[src/rtl/n_term_loopback_switch_matrix_pkg.sv]
// Shared definitions for the north-edge terminal switch matrix: config width,
// group-select encodings, group field offsets and config FSM states.
package n_term_loopback_switch_matrix_pkg;

  localparam int unsigned CFG_BITS = 10;

  localparam logic [1:0] SEL_REV      = 2'b00;
  localparam logic [1:0] SEL_STRAIGHT = 2'b01;
  localparam logic [1:0] SEL_ZERO     = 2'b10;
  localparam logic [1:0] SEL_ONE      = 2'b11;

  localparam int unsigned OFS_S1  = 0;
  localparam int unsigned OFS_S2  = 2;
  localparam int unsigned OFS_S2B = 4;
  localparam int unsigned OFS_S4  = 6;
  localparam int unsigned OFS_SS4 = 8;

  typedef enum logic [1:0] {
    EMPTY,
    FILLING,
    READY
  } cfg_state_e;

endpackage

[src/rtl/n_term_loopback_switch_matrix_term_group_mux.sv]
// Per-group loopback mapper: reversed, straight, all-zero or all-one output
// selected by a 2-bit group select.
module term_group_mux
  import n_term_loopback_switch_matrix_pkg::*;
#(
  parameter int unsigned W = 4
) (
  input  logic [W-1:0] i_in,
  input  logic [1:0]   i_sel,
  output logic [W-1:0] o_out
);

  always_comb begin
    o_out = '0;
    case (i_sel)
      SEL_REV: begin
        for (int unsigned i = 0; i < W; i++) begin
          o_out[i] = i_in[W-1-i];
        end
      end
      SEL_STRAIGHT: o_out = i_in;
      SEL_ZERO:     o_out = '0;
      default:      o_out = '1;
    endcase
  end

endmodule

[src/rtl/n_term_loopback_switch_matrix.sv]
// North-edge terminal switch matrix with serially configured loopback mapping.
// Optional macro N_TERM_REG_OUT_EN registers all routing outputs.
module n_term_loopback_switch_matrix
  import n_term_loopback_switch_matrix_pkg::*;
#(
  parameter logic [1:0] RESET_MODE = 2'b00
) (
  input  logic        CLK,
  input  logic        resetn,
  input  logic [3:0]  N1END,
  input  logic [7:0]  N2MID,
  input  logic [7:0]  N2END,
  input  logic [15:0] N4END,
  input  logic [15:0] NN4END,
  output logic [3:0]  S1BEG,
  output logic [7:0]  S2BEG,
  output logic [7:0]  S2BEGb,
  output logic [15:0] S4BEG,
  output logic [15:0] SS4BEG,
  output logic        Co0,
  input  logic        cfg_in,
  input  logic        cfg_shift,
  input  logic        cfg_load,
  output logic        cfg_out,
  output logic        cfg_ready,
  output logic        cfg_err
);

  localparam logic [3:0] CNT_FULL = 4'(CFG_BITS);

  cfg_state_e          r_state, w_state_nxt;
  logic [3:0]          r_cnt, w_cnt_nxt;
  logic [CFG_BITS-1:0] r_sr, w_sr_nxt;
  logic [CFG_BITS-1:0] r_active, w_active_nxt;
  logic                r_err, w_err_nxt;

  always_ff @(posedge CLK) begin
    if (!resetn) begin
      r_state  <= EMPTY;
      r_cnt    <= '0;
      r_sr     <= '0;
      r_active <= {5{RESET_MODE}};
      r_err    <= 1'b0;
    end else begin
      r_state  <= w_state_nxt;
      r_cnt    <= w_cnt_nxt;
      r_sr     <= w_sr_nxt;
      r_active <= w_active_nxt;
      r_err    <= w_err_nxt;
    end
  end

  // A load in READY wins over a simultaneous shift; a rejected load still lets the shift through.
  always_comb begin
    w_state_nxt  = r_state;
    w_cnt_nxt    = r_cnt;
    w_sr_nxt     = r_sr;
    w_active_nxt = r_active;
    w_err_nxt    = 1'b0;
    case (r_state)
      READY: begin
        if (cfg_load) begin
          w_active_nxt = r_sr;
          w_cnt_nxt    = '0;
          w_state_nxt  = EMPTY;
        end else if (cfg_shift) begin
          w_sr_nxt = {r_sr[CFG_BITS-2:0], cfg_in};
        end
      end
      default: begin
        w_err_nxt = cfg_load;
        if (cfg_shift) begin
          w_sr_nxt    = {r_sr[CFG_BITS-2:0], cfg_in};
          w_cnt_nxt   = r_cnt + 4'd1;
          w_state_nxt = (r_cnt == CNT_FULL - 4'd1) ? READY : FILLING;
        end
      end
    endcase
  end

  assign cfg_out   = r_sr[CFG_BITS-1];
  assign cfg_ready = (r_cnt == CNT_FULL);
  assign cfg_err   = r_err;
  assign Co0       = 1'b0;

  logic [3:0]  w_s1;
  logic [7:0]  w_s2;
  logic [7:0]  w_s2b;
  logic [15:0] w_s4;
  logic [15:0] w_ss4;

  term_group_mux #(.W(4))  u_mux_s1  (.i_in(N1END),  .i_sel(r_active[OFS_S1  +: 2]), .o_out(w_s1));
  term_group_mux #(.W(8))  u_mux_s2  (.i_in(N2MID),  .i_sel(r_active[OFS_S2  +: 2]), .o_out(w_s2));
  term_group_mux #(.W(8))  u_mux_s2b (.i_in(N2END),  .i_sel(r_active[OFS_S2B +: 2]), .o_out(w_s2b));
  term_group_mux #(.W(16)) u_mux_s4  (.i_in(N4END),  .i_sel(r_active[OFS_S4  +: 2]), .o_out(w_s4));
  term_group_mux #(.W(16)) u_mux_ss4 (.i_in(NN4END), .i_sel(r_active[OFS_SS4 +: 2]), .o_out(w_ss4));

`ifdef N_TERM_REG_OUT_EN
  logic [3:0]  r_s1;
  logic [7:0]  r_s2;
  logic [7:0]  r_s2b;
  logic [15:0] r_s4;
  logic [15:0] r_ss4;

  always_ff @(posedge CLK) begin
    if (!resetn) begin
      r_s1  <= '0;
      r_s2  <= '0;
      r_s2b <= '0;
      r_s4  <= '0;
      r_ss4 <= '0;
    end else begin
      r_s1  <= w_s1;
      r_s2  <= w_s2;
      r_s2b <= w_s2b;
      r_s4  <= w_s4;
      r_ss4 <= w_ss4;
    end
  end

  assign S1BEG  = r_s1;
  assign S2BEG  = r_s2;
  assign S2BEGb = r_s2b;
  assign S4BEG  = r_s4;
  assign SS4BEG = r_ss4;
`else
  assign S1BEG  = w_s1;
  assign S2BEG  = w_s2;
  assign S2BEGb = w_s2b;
  assign S4BEG  = w_s4;
  assign SS4BEG = w_ss4;
`endif

endmodule

[config.mk]
export PLATFORM = sky130hd
export DESIGN_NAME = n_term_loopback_switch_matrix
export DESIGN_NICKNAME = d
export VERILOG_FILES = /design/src/rtl/n_term_loopback_switch_matrix_pkg.sv /design/src/rtl/n_term_loopback_switch_matrix_term_group_mux.sv /design/src/rtl/n_term_loopback_switch_matrix.sv
export SDC_FILE = /design/constraint.sdc
export NUM_CORES = 1
export LEC_CHECK = 0
export CAP_MARGIN = 20
export CORE_AREA = 2 2 71 73
export DETAILED_ROUTE_END_ITERATION = 16
export DIE_AREA = 0 0 73 75
export PLACE_DENSITY = 0.85
export SLEW_MARGIN = 30
export SYNTH_ARGS = -nofsm -noshare
export SYNTH_HDL_FRONTEND = slang
export SYNTH_SLANG_ARGS = --single-unit
[constraint.sdc]
create_clock -name CLK -period 2.7 [get_ports CLK]
set_clock_uncertainty 0.15 [all_clocks]
set_input_delay 0.54 -clock CLK [delete_from_list [all_inputs] [get_ports CLK]]
set_output_delay 0.54 -clock CLK [all_outputs]
set_load 0.01 [all_outputs]
### Yosys cells after proc, flatten, opt, wreduce, memory -nomap -nowiden

Index checks and enable logic that the tools add are counted.

* register bits: 27
* input port bits: 57
* logic and storage cells: 46

* reduce and logical (&&, ||, !) cells: 9
* bitwise logic cells: 1
* $add $sub $neg: 1
* equal/unequal tests: 15
* mux-type cells: 15

Operator list (number)
* $pmux 16 s3: 2
* $pmux 8 s3: 2
* $mux 10: 3
* $eq 2x2->1 const B: 6
* $mux 4: 3
* $pmux 4 s3: 1
* $eq 2x1->1 const B: 5
* $logic_not 2->1: 5
* $eq 4x4->1 const B: 2
* $mux 2: 4
* $add 4x1->4 const B: 1
* $ne 2x2->1 const B: 2
* $reduce_and 2->1: 2
* $reduce_bool 2->1: 1
* $reduce_or 2->1: 1
* $not 1->1: 1

### Logic depth before layout (Yosys ltp)

Gate-level depths: netlist (run 1).

* word-level depth: 4
* depth in mapped cells: 4
* depth with buffers taken out: 4

### By module

From an unflattened synthesis (run 1), not the netlist that was laid out.

* cells, all modules: 304
* area, all modules: 2093.3 µm²

Modules (own cells, without submodules)
* n_term_loopback_switch_matrix: seq. area each 540.5 µm², area each 1108.6 µm², cells each 133, instances 1
* term_group_mux (u_mux_s4 ...): seq. area each 0.0 µm², area each 302.8 µm², cells each 53, instances 2
* term_group_mux (u_mux_s2 ...): seq. area each 0.0 µm², area each 157.7 µm², cells each 26, instances 2
* term_group_mux (u_mux_s1): seq. area each 0.0 µm², area each 63.8 µm², cells each 13, instances 1

### Least setup slack after synthesis (run 1)

OpenSTA, ideal clock, no wires.

* kind: flip-flop to output port
* start point: register r_active[6]
* end point: output S4BEG[0]
* path buffers: 1
* data required time: 2.010 ns
* path slack: 0.908 ns
* stages on the path, launching flop included: 5
* arrival: 1.102 ns
* cell sequence: dfxtp_1 > nor2_1 > clkbuf_1 > nand2_1 > nand2_1

* word-level cells in the longest chain between the ends: 2
* elaborated cells between the ends (all ways): 4
* those cells by class: eq/ne: 2; mux: 1; reduce/logical: 1

RTL lines
* from (decl): line n_term_loopback_switch_matrix.sv:34 `logic [CFG_BITS-1:0] r_active, w_active_nxt;`
* from (signal assigned): line n_term_loopback_switch_matrix.sv:42 `r_active <= {5{RESET_MODE}};`
* from (signal assigned): line n_term_loopback_switch_matrix.sv:48 `r_active <= w_active_nxt;`
* $eq 2x2->1 (tied with other cells): line n_term_loopback_switch_matrix_term_group_mux.sv:15 `case (i_sel)`
* $pmux 16 s3 (*): line n_term_loopback_switch_matrix_term_group_mux.sv:15
* to (decl): line n_term_loopback_switch_matrix.sv:18 `output logic [15:0] S4BEG,`

Every way passes the cells marked *; elsewhere a longest branch is shown, timed or not.

### Final worst setup path (run 1)

* start point: register r_active[5]
* end point: output S2BEGb[6]

* word-level cells in the longest chain between the ends: 2
* elaborated cells between the ends (all ways): 4
* those cells by class: eq/ne: 2; mux: 1; reduce/logical: 1

RTL lines
* $eq 2x2->1 (tied with other cells): line n_term_loopback_switch_matrix_term_group_mux.sv:15
* $pmux 8 s3 (*): line n_term_loopback_switch_matrix_term_group_mux.sv:15
* to (decl): line n_term_loopback_switch_matrix.sv:17 `output logic [7:0] S2BEGb,`

Marked as above.

==> results of run 1 <==
[final timing paths]
kind	from	endpoint	slack [ns]	cells after the start
setup / recovery	r_active[5]$_SDFFE_PN0P_	S2BEGb[6]	0.15	4
hold / removal	r_sr[4]$_SDFFE_PN0P_	r_active[4]$_SDFFE_PN0P_	0.32	2
hold reg to reg	r_sr[4]$_SDFFE_PN0P_	r_active[4]$_SDFFE_PN0P_	0.32	2
setup reg to reg	r_cnt[1]$_SDFFE_PN0P_	r_cnt[2]$_SDFFE_PN0P_	1.07	4
[flip-flops by register name, indices dropped and copies added, names as in the netlist]
signal / flops
r_sr: 10
cfg_err: 1
r_state: 2
r_cnt: 4
r_active: 10
[cells in the mapped netlist (all sizes together), types with 2 or more instances]
cell    instances
nand2         124
o21ai          63
dfxtp          27
a21oi          23
clkbuf         16
nand3          13
inv             5
nor2            5
buf             4
ha              3
o211ai          3
and3            2
nor2b           2
[cells by family (layout without fill, tap and decap cells)]
| family | Yosys count | count (layout) |
|---|---|---|
| AND/OR/NAND/NOR | 153 | 153 |
| flip-flops | 27 | 27 |
| AO/OA/AOI/OAI | 94 | 94 |
| buffers and inverters | 26 | 129 |
| other | 1 | 1 |
| adder cells (fa/ha/maj) | 3 | 3 |
[where the power goes]
group	internal, mW	switching [mW]
Sequential	0.404	0.00607
Clock	0.105	0.135
Combinational	0.161	0.0943
[worst max-delay path, delay by kind of cell (launching register included)]
kind	cells	cell delay, ns
and+or+nand+nor	3	0.61
buffers and inverters	1	0.55
DFF	1	0.41
[timing repair]
item,CTS,global route
cloned,0,0
setup endpoints to repair,16,7
gates resized for setup,1,1
[metal layers]
layer  wire length [um]  track usage [%]
met1               2336            25.14
met5                  0                0
met4                 40            5.144
met2               2752            33.03
met3                327            2.945
[cell type report]
cell class              instances  area, um2
flip-flops and latches         27      540.5
inverters                       6      22.52
well taps                      54      67.56
clock inverters                 1      7.507
fillers                       421       1639
clock buffers                   3      41.29
multi-input cells             251       1171
repair buffers                119       1171
[stage by stage]
step / instances / hold WS, ns / util [%] / setup slack [ns]
after floorplan: 304 / 0.2864 / - / 0.9082
after global placement: 457 / 0.3068 / 63.68 / 0.3073
after detailed placement: 457 / 0.3095 / 63.68 / 0.2508
after CTS: 461 / 0.3253 / 64.78 / 0.1506
after global routing: 461 / 0.3507 / 64.83 / 0.01784
final: 461 / 0.3223 / 64.83 / 0.1535
[cell usage in the layout (no fill, tap or decap), types with 2 or more instances in the layout]
cell type,count
o211ai_1,3
nand3_1,13
buf_4,8
nor2_2,2
o21ai_0,37
o21ai_1,26
inv_1,4
clkdlybuf4s50_1,111
and3_1,2
nor2_1,3
clkbuf_8,3
ha_1,3
dfxtp_1,27
nand2_1,124
a21oi_1,23
==> results.toml, run 1 <==
[floorplanning]
start_util_pct = 38.98
core-area_um2 = 4661
fp.dieH_um = 75
die_x_um = 73
dieArea_um2 = 5475
fp-row-count = 25
io_pins = 113

[synth]
synthesis.nets = 364
yosysTopAreaCell = "dfxtp_1"
synth_area_leaders = "dfxtp_1 30%, nand2_1 26%, o21ai_0 10%"
synth_flop_cell = "dfxtp_1"
synth_xor_area_share_pct = 0
yosys.area_share.adder_pct = 2.066
ys_seq_area_share_pct = 29.75
synth_cell_types = 33
synthSimpleGateAreaFrac_pct = 34.78
syn_area_per_cell_um2 = 5.976
synthArstFlopShare_pct = 0
synthMuxAreaShare_pct = 0
ys.warnings.count = 0
synth-compound-area-share_pct = 27.13
synth_edf_count = 0
synth_top_area_share_pct = 29.75
synthCells = 304
synth_top_family_by_area = "simple AND/OR/NAND/NOR gates"
ys_ff_latch = 27
synth_area_um2 = 1817

[detailed_routing]
drt_iter0_drc = 70
drc = 0
routedWlPerCell_um = 11.84
drtAntennaViolNets = 0
vias = 2362
drtPass1Iterations = 4
avgViaCountPerCell = 5.124
drt-total-wl_mm = 5.456

[global_route]
grt_overflow = 0
grt_max_degree = 26
antenna_found_initial = 0
grt_use_total_pct = 19.21
grt_pass1_vias = 2030
grt_pass1_wl_mm = 8.790

[sta]
slew_headroom_pct = 51.39
finalCritPeriodShare_pct = 94.31
drv_slew = 0
tightest_slew_ns = 0.7284
fmax_mhz = 392.7
rsz0062_at_grt = "false"
hold_viol = 0
finalCriticalPeriod_ns = 2.546
final-setup-viol-count = 0
setup_tns_ns = 0

[clock_network]
cts-root-buf = "clkbuf_8"
clock_sinks = 27
cts_hold_buf = 0
cts.reportedPaths.clkPinSlew_ns = 0.10
htreeDepth = 1
post-cts-setup-buffer-count = 0
clk_path_buf_depth = 2
clock_latency_ns = 0.28
tritoncts = "yes"
cts-buffers-inserted = 3

[setup_path]
worstPathArrival_ns = 1.86
cp-end-kind = "output port"
crit_slowest_cell = "clkdlybuf4s50_1"
cp_max_fo = 10
crit_chain = "nor2_1 -> nand2_1 -> nand2_1 -> clkdlybuf4s50_1"
slowest_delay_ns = 0.55
cpMostUsedCell = "nand2_1"
crit_type = "flip-flop to output port"
crit_path_start_kind = "flip-flop"
required_ns = 2.01

[layout]
final_area_um2 = 3022
n_antenna_cell = 0
final_net_count = 468
area_delta_synth_final_pct = 66.32
drive_gt1_share_pct = 3.931

[placed_design]
gp_congestion = 0.8110
io_buffers = 111
dp.final_hpwl_mm = 4.120
place_area_um2 = 2968

[pwr]
power_leakage_nw = 1.289
p_total_mw = 0.9056
vdd_drop_max_mv = 0.2627
powerDensity_nw_per_um2 = 299.7

[run_status]
outcome = "finished clean"

[job]
cap_violations = 0

[hold_path]
hold_path.class = "flip-flop to flip-flop"
Note: power is estimated with default switching activity, not from simulation.
==> inputs of run 2 (changes only) <==
Settings changed: CORE_AREA 2 2 71 73 to 2 2 73 75, DIE_AREA 0 0 73 75 to 0 0 75 77, PLACE_DENSITY 0.85 to 0.87, SLEW_MARGIN 30 to unset, SYNTH_HIERARCHICAL set to 1.
==> run 2 against run 1 <==
  * Count of clock-buffer cells in the layout did not move
  * Worst setup slack improved by 0.020 ns
  * Cell count rose by 3.0%
  * Power rose by 1.7%
  * Sequential power barely moved
  * Register-to-register slack improved by 0.18 ns
  * Global-route usage fell by 0.28 points
  * Hold slack improved by 0.0027 ns
  * First-iteration DRC count fell by 5.7%
  * Synthesized cell count did not move
  * Critical path type unchanged
  * Highest routed layer unchanged
==> results.toml, run 2 <==
[layout]
final_net_count = 466
mostFrequentLayoutCells = "111 x clkdlybuf4s50_1, 74 x o21ai_0, 57 x inv_1"
drive_gt1_share_pct = 12.59
reg.largest.list = "r_active x10, r_sr x10, r_cnt x4"
area_delta_synth_final_pct = 54.69
layout.cells.most_common = "clkdlybuf4s50_1"
nFillCells = 427
n_antenna_cell = 0

[synth]
synthMostInstantiatedCell = "o21ai_0"
synth_edf_count = 0
ys.warnings.count = 6
synth_top_area_share_pct = 25.82
synthArstFlopShare_pct = 0
ys_seq_area_share_pct = 25.82
synth_area_leaders = "dfxtp_1 26%, o21ai_0 18%, o21ai_2 15%"
syn_area_per_cell_um2 = 6.886
synthCells = 304
synthesis.nets = 364
ys_ff_latch = 27
synth_area_um2 = 2093
synth.cells.most_frequent = "74 x o21ai_0, 57 x inv_1, 36 x o21ai_2"
synth_flop_cell = "dfxtp_1"
synth_cell_types = 29
yosysTopAreaCell = "dfxtp_1"

[setup_path]
required_ns = 2.01
crit_type = "flip-flop to output port"
cp-end-kind = "output port"
cp_max_fo = 10
crit_path_start_kind = "flip-flop"
worstPathArrival_ns = 1.84

[pwr]
vdd_drop_max_mv = 0.1972
powerDensity_nw_per_um2 = 284.4
pwr-share-comb_pct = 30.0
clockPowerShare_pct = 25.7
power_leakage_nw = 1.318
p_sw_mw = 0.2370
pwr-share-seq_pct = 44.3
p_sw_share_pct = 25.73
p_int_mw = 0.6840

[sta]
finalCriticalPeriod_ns = 2.526
hold_viol = 0
finalCritPeriodShare_pct = 93.57
final-setup-viol-count = 0
finalWorstSetupSlack_ns = 0.1737
fmax_mhz = 395.8
rsz0062_at_grt = "false"
setup_tns_ns = 0
drv_slew = 0

[floorplanning]
dieArea_um2 = 5775
fp-row-count = 26
start_util_pct = 42.06
die_x_um = 75
core-area_um2 = 4977
io_pins = 113
fp.dieH_um = 77

[global_route]
grt_pass1_wl_mm = 9.142
grt_max_degree = 24
grt_use_total_pct = 18.92
grt_pass1_vias = 2139
antenna_found_initial = 0
grt_overflow = 0

[detailed_routing]
wl_met2_mm = 2.958
drc = 0
wl_met3_um = 360
drt_iter0_drc = 66
wl_met1_mm = 2.298
avgViaCountPerCell = 5.013
drtPass1Iterations = 4
drtAntennaViolNets = 0
top_layer = "met4"
vias = 2381
drt-total-wl_mm = 5.684
routedWlPerCell_um = 11.97

[clock_network]
post-cts-setup-buffer-count = 0
tritoncts = "yes"
clock_sinks = 27
htreeDepth = 1
cts.reportedPaths.clkPinSlew_ns = 0.09
clock_latency_ns = 0.28
cts-buffers-inserted = 3
cts-root-buf = "clkbuf_8"
clk_path_buf_depth = 2

[run_status]
outcome = "finished clean"

[hold_path]
hold_path.class = "flip-flop to flip-flop"

[placed_design]
io_buffers = 111
dp_slack_ns = 0.2298
dp.final_hpwl_mm = 4.279
gp_congestion = 0.7468

[job]
cap_violations = 0
## run 2: through the flow
stage / utilization, % / hold WS [ns] / power, mW / std cells / area, um2
floorplan: - / 0.2906 / 0.5151 / 304 / 2093
global placement: 64.08 / 0.3024 / 0.6873 / 471 / 3189
detailed placement: 64.08 / 0.3050 / 0.6941 / 471 / 3189
CTS: 65.06 / 0.3262 / 0.9274 / 475 / 3238
global route: 65.06 / 0.3450 / 0.9586 / 475 / 3238
finish: 65.06 / 0.3250 / 0.9211 / 475 / 3238
## run 2: routing by layer
metal  global-route usage (%)  up-vias
li1                         -     1216
met1                    21.44     1091
met2                    34.82       67
met3                    2.891        7
met4                    6.071        0
met5                        0        -
## run 2: what timing repair did
item | 4_1_cts | 5_1_grt
gates resized for setup | 0 | 2
endpoints found under the setup margin | 0 | 4
hold buffers | 0 | 0
## run 2: final timing paths
path                            start                       end  slack, ns  cells after the start
min reg2reg      r_sr[9]$_SDFFE_PN0P_  r_active[9]$_SDFFE_PN0P_       0.32                      2
max          r_active[5]$_SDFFE_PN0P_                 S2BEGb[5]       0.17                      3
max reg2reg   r_state[1]$_SDFFE_PN0P_      r_sr[5]$_SDFFE_PN0P_       1.25                      4
min              r_sr[9]$_SDFFE_PN0P_  r_active[9]$_SDFFE_PN0P_       0.32                      2
## run 2: cell families (layout without fill, tap and decap cells)
kind of cell    count (synthesis)  after routing  share of synthesized area [%]
compound gates                146            146                          42.44
fa+ha+maj                       3              3                          1.793
buf+inv                        79            180                          17.99
flops                          27             27                          25.82
other cells                     1              1                         0.1791
simple gates                   48             48                          11.78
## run 2: worst max-delay path, stage by stage, from the launching register on
cell and delay [ns]:
dfxtp_1 0.40, or2_1 0.42, o21ai_2 0.18, clkdlybuf4s50_1 0.56
## run 2: layout make-up
cell class / instances / area, um2 / share of cell area [%]
tap: 70 / 87.58 / 2.705
sequential: 27 / 540.5 / 16.69
clock inverter: 1 / 7.507 / 0.2318
clock buffer: 3 / 41.29 / 1.275
timing repair buffer: 119 / 1171 / 36.17
multi-input combinational: 198 / 1176 / 36.32
inverter: 57 / 214.0 / 6.607
## run 2: power groups by stage
stage          Sequential, mW  Combinational (mW)  Clock (mW)
2_1_floorplan           0.417              0.0983           0
3_3_place_gp            0.417               0.270           0
3_5_place_dp            0.418               0.277           0
4_1_cts                 0.408               0.278       0.241
5_1_grt                 0.409               0.298       0.251
6_report                0.408               0.276       0.237
==> RTL change (settings of run 1) <==
Encoding of `cfg_state_e`: now one-hot (3 bits for 3 states).
--- a/src/rtl/n_term_loopback_switch_matrix_pkg.sv
+++ b/src/rtl/n_term_loopback_switch_matrix_pkg.sv
@@ -16,8 +16,8 @@
   localparam int unsigned OFS_SS4 = 8;
 
-  typedef enum logic [1:0] {
-    EMPTY,
-    FILLING,
-    READY
+  typedef enum logic [2:0] {
+    EMPTY   = 3'b001,
+    FILLING = 3'b010,
+    READY   = 3'b100
   } cfg_state_e;
 
Behaviour: same outputs for any inputs over 10 cycles, from zero or initial values and one cycle with resetn low; not proved beyond that.
==> RTL change against run 1 <==
  * Sequential cell count up 1
  * First-iteration DRC count is 50% higher
  * Worst setup slack better by 0.026 ns
  * Die area unchanged
  * Final area up 1.8%
  * Wire length shrank 1.7%
  * Synthesized area is 2.3% higher
  * Power increased by 12%
  * Maximum frequency rose by 1.0%
  * Largest power group unchanged
==> RTL change: results (changes against run 1) <==
Clocking
  – Clock latency at the later pin of the worst-skew pair: 0.28 ns (about the same)
  – Setup Fix Bufs, Post-CTS: 0 (unchanged)
  – Quantity of gates resized following cts: 0 (-1)
  – CTS Buf Count: 3 (unchanged)
  – Htree depth: 1 (unchanged)
  – CTS Buffer Depth: 2 (unchanged)

Global route
  – First-pass GRT wire length: 8493 um (-3.4%)
  – Total track usage: 0.1889 (-0.003142)
  – Largest net degree at the start of global routing: 19 (-27%)
  – Vias in the first global route: 1903 (-6.3%)

Drt
  – Starting DRT DRC Count: 105 (+50%)
  – WL per Instance: 11.90 um (+0.51%)
  – Via density: 5.146 (+0.44%)

Setup path
  – Critical path fanouts, max: 18 (+8)
  – Reg2Reg Setup Slack: 1.09 ns (+0.02 ns)
  – Arrival @ worst endpoint: 1.83 ns (-0.03 ns)

Yosys
  – Complex-gate fraction of the synthesized area: 0.2175 (-0.05384)
  – Commonest cells in the netlist: 135 x nand2_1, 52 x o21ai_0, 28 x dfxtp_1
  – Unique masters post-synth: 34 (+3.0%)
  – Mux contribution to synthesized area: 0.05387 (+0.05387)
  – Leading post-synthesis cells by cell area: dfxtp_1 30%, nand2_1 27%, o21ai_0 14%, mux2i_1 5.4%, a21oi_1 3.2%
  – Adder-cell share of the synthesized area: 0.02020 (-0.0004591)
  – Register area share after synthesis: 0.3017 (+0.004163)
  – Asr flop ratio synth: 0 (unchanged)
  – Syn nets: 353 (-3.0%)
  – Post-synth EDFFs: 0 (unchanged)

Placed design
  – Port Buffers: 111 (unchanged)
  – RePlAce Congestion: 0.7861 (-3.1%)
  – Dpl hpwl: 4177 um (+1.4%)

Worst hold path
  – Hold Path Class: register to register
  – WHS Path Cells: 2 (unchanged)

Power and ir drop
  – VDD IR-drop max: 0.2125 mV (-19%)
  – Power of the clock network: 331 uW (+38%)
  – Comb group: 261 uW (+2%)
  – Switching Share: 0.2301 (-0.02996)
  – Leakage: 0.001360 uW (+5.6%)

Run status
  – Outcome: finished, final reports clean

Final layout
  – Fraction of layout cells with a size suffix above 1: 0.04534 (+0.006028)
  – Diodes inserted: 0 (unchanged)
  – Regs by FF count: r_active: 10 flops, r_sr: 10 flops, r_cnt: 4 flops
  – Layout Nets: 458 (-2.1%)
  – Fill count: 391 (-7.1%)

Timing
  – Min Hold Slack: 0.3103 ns (-0.01200 ns)
## RTL change: worst max-delay path, cell delays in order (launching register included)
cell and delay (ns):
dfxtp_1 0.64, nor2_1 0.08, buf_4 0.21, nand2_1 0.08, nand2_1 0.06, clkdlybuf4s50_1 0.48
## RTL change: per-layer routing
layer,vias to the layer above,part of all wire,GRT usage
li1,1185,-,-
met1,1042,0.44,0.2480
met2,89,0.48,0.3203
met3,5,0.071,0.02677
met4,0,0.011,0.06173
met5,-,0,0
## RTL change: stage by stage
stage	cell area, sq um	cells	worst slack, ns	total power (uW)
after CTS	3075	451	0.1754	1030
after detailed placement	3004	447	0.2697	697.5
final	3075	451	0.1792	1019
after global routing	3075	451	0.01092	1065
after global placement	3004	447	0.2865	692.0
after floorplan	1858	293	0.9993	519.1
## RTL change: worst paths after layout
check / startpoint / end
worst min-delay path: r_sr[7]$_SDFFE_PN0P_ / r_active[7]$_SDFFE_PN0P_
worst max-delay path: r_active[7]$_SDFFE_PN0P_ / S4BEG[15]
worst min register to register: r_sr[7]$_SDFFE_PN0P_ / r_active[7]$_SDFFE_PN0P_
worst max register to register: r_cnt[0]$_SDFFE_PN0P_ / r_cnt[1]$_SDFFE_PN0P_
## RTL change: area by class of cell
type                            instances  area (sq um)  share of cell area
Multi-Input combinational cell        243          1199              0.3897
Inverter                                5         21.27            0.006916
Timing Repair Buffer                  117          1156              0.3759
Sequential cell                        28         560.5              0.1823
Tap cell                               54         67.56             0.02197
Clock inverter                          1         30.03            0.009764
Clock buffer                            3         41.29             0.01343
## RTL change: cells by family (layout without fill, tap and decap cells)
group	count (synthesis)	after routing
DFF	28	28
AOI/OAI and AO/OA	73	73
muxes	10	10
and+or+nand+nor	156	156
buffers and inverters	22	126
other	1	1
adders and majority gates	3	3
